`config.mk`:
```
export PLATFORM = sky130hd
export DESIGN_NAME = divider
export DESIGN_NICKNAME = d
export VERILOG_FILES = /design/src/rtl/divider_pkg.sv /design/src/rtl/divider_step.sv /design/src/rtl/divider.sv
export SDC_FILE = /design/constraint.sdc
export NUM_CORES = 1
export LEC_CHECK = 0
export CAP_MARGIN = 25
export CORE_ASPECT_RATIO = 0.75
export CORE_UTILIZATION = 50
export CTS_CLUSTER_DIAMETER = 50
export DETAILED_ROUTE_END_ITERATION = 16
export PLACE_DENSITY = 0.71
export SYNTH_ARGS = -nofsm -noshare
export SYNTH_HDL_FRONTEND = slang
export SYNTH_SLANG_ARGS = --single-unit
```
`constraint.sdc`:
```
create_clock -name clk -period 7.9 [get_ports clk]
set_input_delay 1.185 -clock clk [delete_from_list [all_inputs] [get_ports clk]]
set_output_delay 1.185 -clock clk [all_outputs]
set_load 0.005 [all_outputs]
```
`src/rtl/divider_pkg.sv`:
```
// divider_pkg: shared FSM states, iteration counts and signed range limits
// for the 8086 DIV/IDIV sequential divider.
// Configuration macro: DIVIDER_FULL_SIGNED_RANGE_EN (consumed by divider.sv).
package divider_pkg;

    localparam int unsigned DIV_STEPS_8  = 8;
    localparam int unsigned DIV_STEPS_16 = 16;
    localparam int unsigned CNT_W        = 5;

    // Largest positive signed quotient magnitude, and the one extra negative
    // magnitude that the full signed range accepts.
    localparam logic [15:0] SRANGE_POS_8  = 16'h007F;
    localparam logic [15:0] SRANGE_POS_16 = 16'h7FFF;
    localparam logic [15:0] SRANGE_NEG_8  = 16'h0080;
    localparam logic [15:0] SRANGE_NEG_16 = 16'h8000;

    typedef enum logic [2:0] {
        IDLE,
        INIT,
        DIVIDE,
        FIXUP,
        DONE
    } DivState_t;

    // Conditional two's-complement negate.
    function automatic logic [15:0] neg16(input logic n, input logic [15:0] x);
        return n ? (~x + 16'd1) : x;
    endfunction

    function automatic logic [31:0] neg32(input logic n, input logic [31:0] x);
        return n ? (~x + 32'd1) : x;
    endfunction

endpackage

```
`src/rtl/divider_step.sv`:
```
// divider_step: one combinational restoring-division iteration.
// Ports:
//   i_rem     partial remainder (always < i_divisor on entry)
//   i_bit     next dividend bit shifted into the remainder
//   i_divisor divisor magnitude
//   o_rem     updated partial remainder
//   o_qbit    quotient bit produced by this iteration
module divider_step (
    input  logic [15:0] i_rem,
    input  logic        i_bit,
    input  logic [15:0] i_divisor,
    output logic [15:0] o_rem,
    output logic        o_qbit
);

    logic [16:0] w_shift;
    logic [15:0] w_diff;

    // Shifted remainder needs 17 bits; the difference always fits in 16 when kept.
    assign w_shift = {i_rem, i_bit};
    assign w_diff  = w_shift[15:0] - i_divisor;
    assign o_qbit  = (w_shift >= {1'b0, i_divisor});
    assign o_rem   = o_qbit ? w_diff : w_shift[15:0];

endmodule

```
`src/rtl/divider.sv`:
```
// divider: multi-cycle restoring divider for 8086 DIV/IDIV.
// Ports:
//   clk, reset (async, active-high)
//   start      request pulse, accepted when busy=0
//   is_8_bit   1: AX / r8, 0: DX:AX / r16
//   is_signed  1: IDIV, 0: DIV
//   dividend   [15:0] in 8-bit mode, full 32 bits in 16-bit mode
//   divisor    [7:0] in 8-bit mode, full 16 bits in 16-bit mode
//   quotient, remainder  results (upper byte 0 in 8-bit mode)
//   busy       high while an operation is in flight
//   complete   one-cycle pulse, results valid
//   error      divide error, valid with complete
// Configuration: define DIVIDER_FULL_SIGNED_RANGE_EN to accept quotients of
// -128 / -32768 (80186 behaviour); undefined gives 8086 behaviour.
module divider
    import divider_pkg::*;
(
    input  logic        clk,
    input  logic        reset,
    input  logic        start,
    input  logic        is_8_bit,
    input  logic        is_signed,
    input  logic [31:0] dividend,
    input  logic [15:0] divisor,
    output logic [15:0] quotient,
    output logic [15:0] remainder,
    output logic        busy,
    output logic        complete,
    output logic        error
);

    DivState_t          r_state;
    logic [31:0]        r_dvd_raw;
    logic [15:0]        r_dvs_raw;
    logic               r_is8;
    logic               r_signed;
    logic               r_q_neg;
    logic               r_r_neg;
    logic [15:0]        r_dvs;
    logic [15:0]        r_rem;
    logic [15:0]        r_quot;
    logic [CNT_W-1:0]   r_count;

    logic               w_dvd_sign;
    logic               w_dvs_sign;
    logic [31:0]        w_dvd_full;
    logic [31:0]        w_dvd_neg;
    logic [31:0]        w_dvd_mag;
    logic [15:0]        w_dvs_full;
    logic [15:0]        w_dvs_neg;
    logic [15:0]        w_dvs_mag;
    logic [15:0]        w_hi;
    logic [15:0]        w_lo_aligned;
    logic               w_init_err;
    logic [15:0]        w_step_rem;
    logic               w_step_q;
    logic [15:0]        w_q_neg;
    logic [15:0]        w_r_neg;
    logic [15:0]        w_q_fix;
    logic [15:0]        w_r_fix;
    logic [15:0]        w_lim_pos;
    logic [15:0]        w_lim_neg;
    logic               w_neg_ok;
    logic               w_range_err;

    // Operand signs and magnitudes from the latched raw operands.
    assign w_dvd_sign = r_signed & (r_is8 ? r_dvd_raw[15] : r_dvd_raw[31]);
    assign w_dvs_sign = r_signed & (r_is8 ? r_dvs_raw[7] : r_dvs_raw[15]);
    assign w_dvd_full = r_is8 ? {16'h0000, r_dvd_raw[15:0]} : r_dvd_raw;
    assign w_dvs_full = r_is8 ? {8'h00, r_dvs_raw[7:0]} : r_dvs_raw;
    assign w_dvd_neg  = neg32(w_dvd_sign, w_dvd_full);
    assign w_dvs_neg  = neg16(w_dvs_sign, w_dvs_full);
    assign w_dvd_mag  = r_is8 ? {16'h0000, w_dvd_neg[15:0]} : w_dvd_neg;
    assign w_dvs_mag  = r_is8 ? {8'h00, w_dvs_neg[7:0]} : w_dvs_neg;

    // High half seeds the remainder; low half is left-aligned so the next
    // dividend bit is always r_quot[15] and quotient bits land at the bottom.
    assign w_hi         = r_is8 ? {8'h00, w_dvd_mag[15:8]} : w_dvd_mag[31:16];
    assign w_lo_aligned = r_is8 ? {w_dvd_mag[7:0], 8'h00} : w_dvd_mag[15:0];
    assign w_init_err   = (w_dvs_mag == 16'h0000) || (w_hi >= w_dvs_mag);

    divider_step u_step (
        .i_rem     (r_rem),
        .i_bit     (r_quot[15]),
        .i_divisor (r_dvs),
        .o_rem     (w_step_rem),
        .o_qbit    (w_step_q)
    );

    // Sign application, masked back to the operand width.
    assign w_q_neg = neg16(r_q_neg, r_quot);
    assign w_r_neg = neg16(r_r_neg, r_rem);
    assign w_q_fix = r_is8 ? {8'h00, w_q_neg[7:0]} : w_q_neg;
    assign w_r_fix = r_is8 ? {8'h00, w_r_neg[7:0]} : w_r_neg;

    // Signed range check on the quotient magnitude.
    assign w_lim_pos = r_is8 ? SRANGE_POS_8 : SRANGE_POS_16;
    assign w_lim_neg = r_is8 ? SRANGE_NEG_8 : SRANGE_NEG_16;
`ifdef DIVIDER_FULL_SIGNED_RANGE_EN
    assign w_neg_ok  = r_q_neg && (r_quot == w_lim_neg);
`else
    assign w_neg_ok  = 1'b0 & (r_quot == w_lim_neg);
`endif
    assign w_range_err = r_signed && (r_quot > w_lim_pos) && !w_neg_ok;

    // Control FSM and datapath registers.
    always_ff @(posedge clk or posedge reset) begin
        if (reset) begin
            r_state   <= IDLE;
            r_dvd_raw <= 32'h0;
            r_dvs_raw <= 16'h0;
            r_is8     <= 1'b0;
            r_signed  <= 1'b0;
            r_q_neg   <= 1'b0;
            r_r_neg   <= 1'b0;
            r_dvs     <= 16'h0;
            r_rem     <= 16'h0;
            r_quot    <= 16'h0;
            r_count   <= '0;
            quotient  <= 16'h0;
            remainder <= 16'h0;
            busy      <= 1'b0;
            complete  <= 1'b0;
            error     <= 1'b0;
        end else begin
            complete <= 1'b0;
            case (r_state)
                IDLE, DONE: begin
                    if (start) begin
                        r_dvd_raw <= dividend;
                        r_dvs_raw <= divisor;
                        r_is8     <= is_8_bit;
                        r_signed  <= is_signed;
                        busy      <= 1'b1;
                        quotient  <= 16'h0;
                        remainder <= 16'h0;
                        error     <= 1'b0;
                        r_state   <= INIT;
                    end else begin
                        r_state   <= IDLE;
                    end
                end
                INIT: begin
                    r_q_neg <= w_dvd_sign ^ w_dvs_sign;
                    r_r_neg <= w_dvd_sign;
                    r_dvs   <= w_dvs_mag;
                    r_rem   <= w_hi;
                    r_quot  <= w_lo_aligned;
                    if (w_init_err) begin
                        busy     <= 1'b0;
                        complete <= 1'b1;
                        error    <= 1'b1;
                        r_state  <= DONE;
                    end else begin
                        r_count  <= r_is8 ? CNT_W'(DIV_STEPS_8) : CNT_W'(DIV_STEPS_16);
                        r_state  <= DIVIDE;
                    end
                end
                DIVIDE: begin
                    r_rem   <= w_step_rem;
                    r_quot  <= {r_quot[14:0], w_step_q};
                    r_count <= r_count - CNT_W'(1);
                    if (r_count == CNT_W'(1)) begin
                        r_state <= FIXUP;
                    end
                end
                FIXUP: begin
                    busy     <= 1'b0;
                    complete <= 1'b1;
                    error    <= w_range_err;
                    quotient <= w_range_err ? 16'h0 : w_q_fix;
                    remainder <= w_range_err ? 16'h0 : w_r_fix;
                    r_state  <= DONE;
                end
                default: begin
                    r_state <= IDLE;
                end
            endcase
        end
    end

endmodule

```
## Yosys cells after proc, flatten, opt, wreduce, memory -nomap -nowiden

Index checks and enable logic that the tools add are counted.

| word-level totals | value |
|---|---|
| bits of input ports | 53 |
| register bits | 143 |
| word-level logic and storage cells | 91 |
| output and inout bits | 35 |

| operators by class | value |
|---|---|
| multiplexer cells | 38 |
| $add $sub $neg | 6 |
| equality and inequality tests | 9 |
| magnitude comparators | 3 |
| bitwise logic cells | 7 |
| reduce and logical (&&, ||, !) cells | 12 |

Operators by type and width:

| cell | count |
|---|---|
| 16-bit two-way mux | 13 |
| 16-bit one-hot mux with 2 select lines | 4 |
| 32-bit two-way mux | 3 |
| 16-bit by 1-bit adder with 16-bit output, second input constant | 3 |
| 16-bit inverter | 3 |
| 32-bit by 1-bit adder with 32-bit output, second input constant | 1 |
| 32-bit inverter | 1 |
| 17-bit by 16-bit greater-or-equal comparator with 1-bit output | 1 |
| 16-bit greater-or-equal comparator | 1 |
| 16-bit by 15-bit > comparator with 1-bit output | 1 |
| 16-bit logical NOT | 1 |
| 16-bit subtractor | 1 |
| 15-bit two-way mux | 1 |
| 3-bit one-hot mux with 4 select lines | 1 |
| 5-bit two-way mux | 2 |
| 5-bit one-hot mux with 2 select lines | 1 |
| 1-bit two-way mux | 8 |
| 2-bit inequality test, second input constant | 4 |
| 3-bit by 2-bit == test with 1-bit output, second input constant | 2 |
| 3-bit two-way mux | 2 |
| 1-bit one-hot mux with 3 select lines | 2 |
| 2-bit AND reduction | 3 |
| 5-bit by 1-bit == test with 1-bit output, second input constant | 1 |
| 5-bit by 1-bit subtractor with 5-bit output, second input constant | 1 |
| other kinds (12) | 14 |

## Logic depth before layout (Yosys ltp)

| depth | value |
|---|---|
| word-level depth | 10 |
| depth in mapped cells | 18 |
| depth with buffers taken out | 17 |

## Modules after synthesis

From an unflattened synthesis, not the netlist that was laid out.

| unflattened totals | value |
|---|---|
| cells, all modules | 1016 |
| area total of the unflattened synthesis | 9440.3 sq um |

By module, submodules not included:

| module | cells each | times used | area each (sq um) | seq. area each (sq um) |
|---|---|---|---|---|
| divider | 860 | 1 | 8269.2 | 3578.4 |
| divider_step | 156 | 1 | 1171.1 | 0.0 |

## Worst setup path before layout

Ideal clock, no wire load.

| timing | value |
|---|---|
| path type | register -> register |
| from | register r_is8 |
| to | register r_count[3] |
| clock period less this slack | 4.034 ns |
| path buffers | 2 |
| required time | 7.780 ns |
| cell stages (with the launch flop) | 17 |
| slack | 3.866 ns |
| arrival | 3.914 ns |
| library setup time | 0.120 ns |
| path through | dfrtp_1 -> clkbuf_1 -> nand2_1 -> a21boi_0 -> clkbuf_1 -> o21ai_0 -> xor2_1 -> nand2_1 -> nand2_1 -> ha_1 -> nand2b_1 -> a2111oi_0 -> nor3_1 -> o41ai_1 -> o2111ai_1 -> or3_1 -> and3_1 |

| on the way | value |
|---|---|
| word-level cells in the longest chain between the ends | 10 |
| elaborated cells on any way between the ends | 23 |
| those cells by class | add/sub: 2; order compare: 1; eq/ne: 1; mux: 12; bitwise: 4; reduce/logical: 3 |

RTL lines:

| item | RTL line | text |
|---|---|---|
| start: declaration | divider.sv:35 | `logic r_is8;` |
| start signal: assignment | divider.sv:132 | `r_is8 <= is_8_bit;` |
| 32-bit two-way mux | divider.sv:69 | `assign w_dvd_full = r_is8 ? {16'h0000, r_dvd_raw[15:0]} : r_dvd_raw;` |
| 32-bit inverter | divider_pkg.sv:31 | `return n ? (~x + 32'd1) : x;` |
| 32-bit by 1-bit adder with 32-bit output | divider_pkg.sv:31 |  |
| 32-bit two-way mux | divider_pkg.sv:31 |  |
| 32-bit two-way mux | divider.sv:73 | `assign w_dvd_mag = r_is8 ? {16'h0000, w_dvd_neg[15:0]} : w_dvd_neg;` |
| 16-bit two-way mux | divider.sv:78 | `assign w_hi = r_is8 ? {8'h00, w_dvd_mag[15:8]} : w_dvd_mag[31:16];` |
| 16-bit greater-or-equal comparator | divider.sv:80 | `assign w_init_err = (w_dvs_mag == 16'h0000) \|\| (w_hi >= w_dvs_mag);` |
| 1-bit logical OR | divider.sv:80 |  |
| 2-bit inequality test (no line) | n/a |  |
| 2-bit AND reduction (no line) | n/a |  |
| end signal: assignment | divider.sv:155 | `r_count <= r_is8 ? CNT_W'(DIV_STEPS_8) : CNT_W'(DIV_STEPS_16);` |
| end signal: assignment | divider.sv:162 | `r_count <= r_count - CNT_W'(1);` |
| end: declaration | divider.sv:42 | `logic [CNT_W-1:0] r_count;` |

Several ways; a longest one is shown, not always the timed one. The select of a mux whose other input is x is not followed.
A chain may end at the register's enable or synchronous reset.

## Worst setup path in the final report

Same ends and word-level chain as after synthesis.

==> flow_summary_export.csv <==
group,metric,value,unit
sta,finalMaxSlewViolations,0,
placement,gp_congestion,0.9622,
yosys,yosys_warnings,0,
sta,setup-tns-final,0,ns
worst_setup_path,cp-start-kind,"flop",
clocking,tritoncts,"built",
sta,hold_viol,0,
yosys,synth_cells,1002,
yosys,synth_edf_count,0,
sta,setup-violations-final,0,
worst_setup_path,crit_top_cell,"a21o_1",
worst_setup_path,end_kind,"flop",
global_route,grt_max_degree,92,
yosys,syn_nets,1103,
worst_setup_path,worstReg2RegEnd,"r_count[3]",
yosys,synthDistinctLibCells,70,
finish,design_area,10730,um2
sta,worstMarginPinSlew,0.9920,ns
worst_setup_path,reg2reg_from,"r_is8",
placement,io_buffers,87,
clocking,htreeDepth,4,
global_route,grt.total_usage,0.2702,
sta,rsz0062_at_grt,"false",
clocking,cts_root_buffer,"clkbuf_16",
floorplan,coreArea,17710,um2
yosys,syn_avg_cell_area,9.073,um2
worst_hold_path,holdPathEnd,"remainder[7]",
sta,skew,0.01410,ns
detailed_routing,vias_per_cell,5.867,
clocking,clock_insertion_delay_worst_skew,0.43,ns
finish,final_cell_count_no_fill,1323,
worst_setup_path,critPathMaxStageDelay,0.51,ns
yosys,ys_seq_area_frac,0.3936,
global_route,grt_pass1_vias,7276,
run_status,status,"completed",
power_and_ir_drop,max-vdd-ir-drop,0.1976,mV
detailed_routing,drt_pass1_iterations,6,
worst_setup_path,worstPathCellList,"buf_4 -> inv_1 -> a2111oi_2 -> nand4b_1 -> o31ai_1 -> xor2_1 -> nor2_1 -> ha_1 -> a21o_1 -> a21o_1 -> a21oi_1 -> o2111ai_1 -> or3_1 -> and3_1",
finish,fin_nets,1169,
detailed_routing,vias,7762,
run,maxCapViolCount,0,
sta,relSlewSlack,0.3362,
floorplan,ioPinCount,88,
sta,fin_crit_sh,0.5730,
yosys,async_reset_ff_frac,1.000,
worst_setup_path,cpMaxStageDelayCell,"inv_1",
global_route,grt_pass1_wl,38.89,mm
detailed_routing,drc_errors,0,
detailed_routing,ant_nets,0,
global_route,antenna_found_initial,0,
yosys,ys_seq_elements,143,
worst_setup_path,crit_arrival,4.85,ns
finish,areaGrowthSynthToFinish,17.97,%
finish,register_area,3578,um2
floorplan,die_x,157.7,um
power_and_ir_drop,power_density,505.4,nW/um2
worst_setup_path,worstPathMaxFanout,56,
detailed_routing,drtIter0Drc,634,
finish,layout-drive-gt1-share,0.1055,
clocking,post_cts_buffers,0,
floorplan,initial_core_util,0.5134,
placement,place_hpwl,17.35,mm
floorplan,die_height,118.8,um
finish,multiInputGateArea,5191,um2
placement,placed_area,10160,um2
placement,dp.cells,1291,
worst_setup_path,critPathKind,"reg -> reg",
clocking,cts_buffer_depth,2,
worst_setup_path,cp_num_buf_inv,2,
detailed_routing,route.detailed.wl_per_inst,17.99,um
yosys,synth.cell_area,9091,um2
finish,fin_util,0.6056,
clocking,ctsHoldBuffers,0,
sta,finalCriticalPeriod,4.527,ns
floorplan,die-area,18730,um2
worst_setup_path,cp_top_family,"compound AO/OA/AOI/OAI gates",
detailed_routing,routed_wl,23.80,mm
worst_setup_path,r2r_slack,3.37,ns
finish,fill_cells,1552,
global_route,overflow,0,
finish,diodes,0,
floorplan,num_rows,42,
clocking,clock-sinks,143,
power_and_ir_drop,leakagePower,4.455,nW
clocking,cts_made_buffers,17,
sta,max_freq,0.2209,GHz
clocking,clkTransAtPathRegs,0.06,ns
yosys,synth_flop_cell,"dfrtp_1",
worst_setup_path,required,8.22,ns
worst_hold_path,hp-class,"reg -> reg",
clocking,cts_resized,0,
worst_hold_path,hold_start,"remainder[7]",
worst_hold_path,hold-path-cell-count,2,
worst_setup_path,r2r_cells,14,
==> cells in the mapped netlist (3+ instances only) <==
cell type  instances  area (um2)
clkbuf_1          40       150.1
buf_2              5       25.02
nor2b_1           11       68.82
ha_1              47       588.1
nand2_1          137       514.2
mux2i_1            9       90.09
nor3_1            16       80.08
nand4b_1           3       26.28
nand2b_1          10       62.56
dfrtp_1          143        3578
a21oi_1           54       270.3
xnor2_1           34       297.8
nand3_1           13       65.06
and2_1             6       37.54
or3_1             10       62.56
buf_1              4       15.01
or2_2              8       50.05
nand4_1            6       37.54
nor2_1            61       229.0
a21o_1            11       82.58
a31oi_1            6       37.54
o31ai_1           16       120.1
or4_1              3       22.52
a21boi_0           3       22.52
a22oi_1           15       112.6
inv_1             38       142.6
o22ai_1            3       18.77
o21ai_0          101       505.5
o221a_2            4       45.04
o21ai_1            6       30.03
o2111ai_1          4       35.03
o41ai_1            7       61.31
a211oi_1           5       37.54
xor2_1            47       411.6
mux2_2            44       495.5
o211ai_1           6       45.04
o31a_1             5       43.79
nor4_1            11       68.82
o21a_1             7       52.55
==> stage by stage <==
stage | setup slack (ns) | power (mW) | hold slack, ns
after floorplan | 2.877 | 3.655 | 0.4498
after global placement | 3.550 | 4.499 | 0.4622
after detailed placement | 3.477 | 4.553 | 0.4695
after CTS | 3.447 | 5.372 | 0.4822
after global routing | 2.911 | 5.850 | 0.5042
final | 3.373 | 5.421 | 0.4712
==> kinds of logic after synthesis <==
family,Yosys count,share of synthesized area
muxes,54,0.06606
adders and majority gates,48,0.06689
AOI/OAI and AO/OA,275,0.1913
xor gates and xnor gates,81,0.07803
buffers and inverters,87,0.03661
DFF,143,0.3936
and+or+nand+nor,314,0.1675
==> worst max path at each step <==
stage | to | slack [ns] | cells after the start | startpoint
after detailed placement | r_count[3] | 3.48 | 14 | r_is8
after floorplan | busy | 2.88 | 1 | reset
after CTS | r_count[3] | 3.45 | 14 | r_is8
final | r_count[3] | 3.37 | 14 | r_is8
after global placement | r_count[3] | 3.55 | 13 | r_is8
after global routing | r_count[3] | 2.91 | 13 | r_is8
==> tightest hold or removal path, delay by kind of cell, from the launching register on <==
family | cells | cell delay [ns]
and+or+nand+nor | 1 | 0.05
DFF | 1 | 0.33
AOI/OAI and AO/OA | 1 | 0.06
==> registers in the layout (all words and copies together), names as in the netlist <==
| register | count |
|---|---|
| complete | 1 |
| r_is8 | 1 |
| remainder | 16 |
| r_count | 5 |
| busy | 1 |
| r_dvs | 16 |
| r_r_neg | 1 |
| r_q_neg | 1 |
| r_dvs_raw | 16 |
| r_signed | 1 |
| r_state | 3 |
| r_dvd_raw | 32 |
| error | 1 |
| r_rem | 16 |
| quotient | 16 |
| r_quot | 16 |
==> routing by layer <==
metal	vias to the layer above	part of all wire	track usage
met5	-	0	0
met4	0	0.012	0.07646
met3	30	0.072	0.04510
met2	316	0.41	0.3687
met1	3706	0.51	0.4300
li1	3710	-	-
==> report_power, final <==
group	internal (mW)	switching [mW]	total (mW)
Sequential	1.07	0.477	1.55
Combinational	1.34	1.74	3.08
Clock	0.472	0.323	0.795
Total	2.88	2.54	5.42
==> cell type report <==
cell class | count | share of cell area
clock buffers | 22 | 0.04235
clock inverters | 10 | 0.01050
inverters | 38 | 0.01377
multi-input cells | 772 | 0.4840
flip-flops and latches | 143 | 0.3336
well taps | 242 | 0.02823
repair buffers | 96 | 0.08749
==> layout by cell type, fill, tap and decap left out, types with 11 or more instances in the layout <==
cell type	count
nor2_1	61
inv_1	37
dfrtp_1	143
xor2_1	47
clkbuf_16	17
nand3_1	13
a22oi_1	15
o21ai_0	101
a21oi_1	53
a21o_1	11
ha_1	47
nand2_1	137
xnor2_1	34
nor3_1	16
clkdlybuf4s50_1	87
nor2b_1	11
mux2_2	44
nor4_1	11
o31ai_1	16
Note: power is estimated with default switching activity, not from simulation.
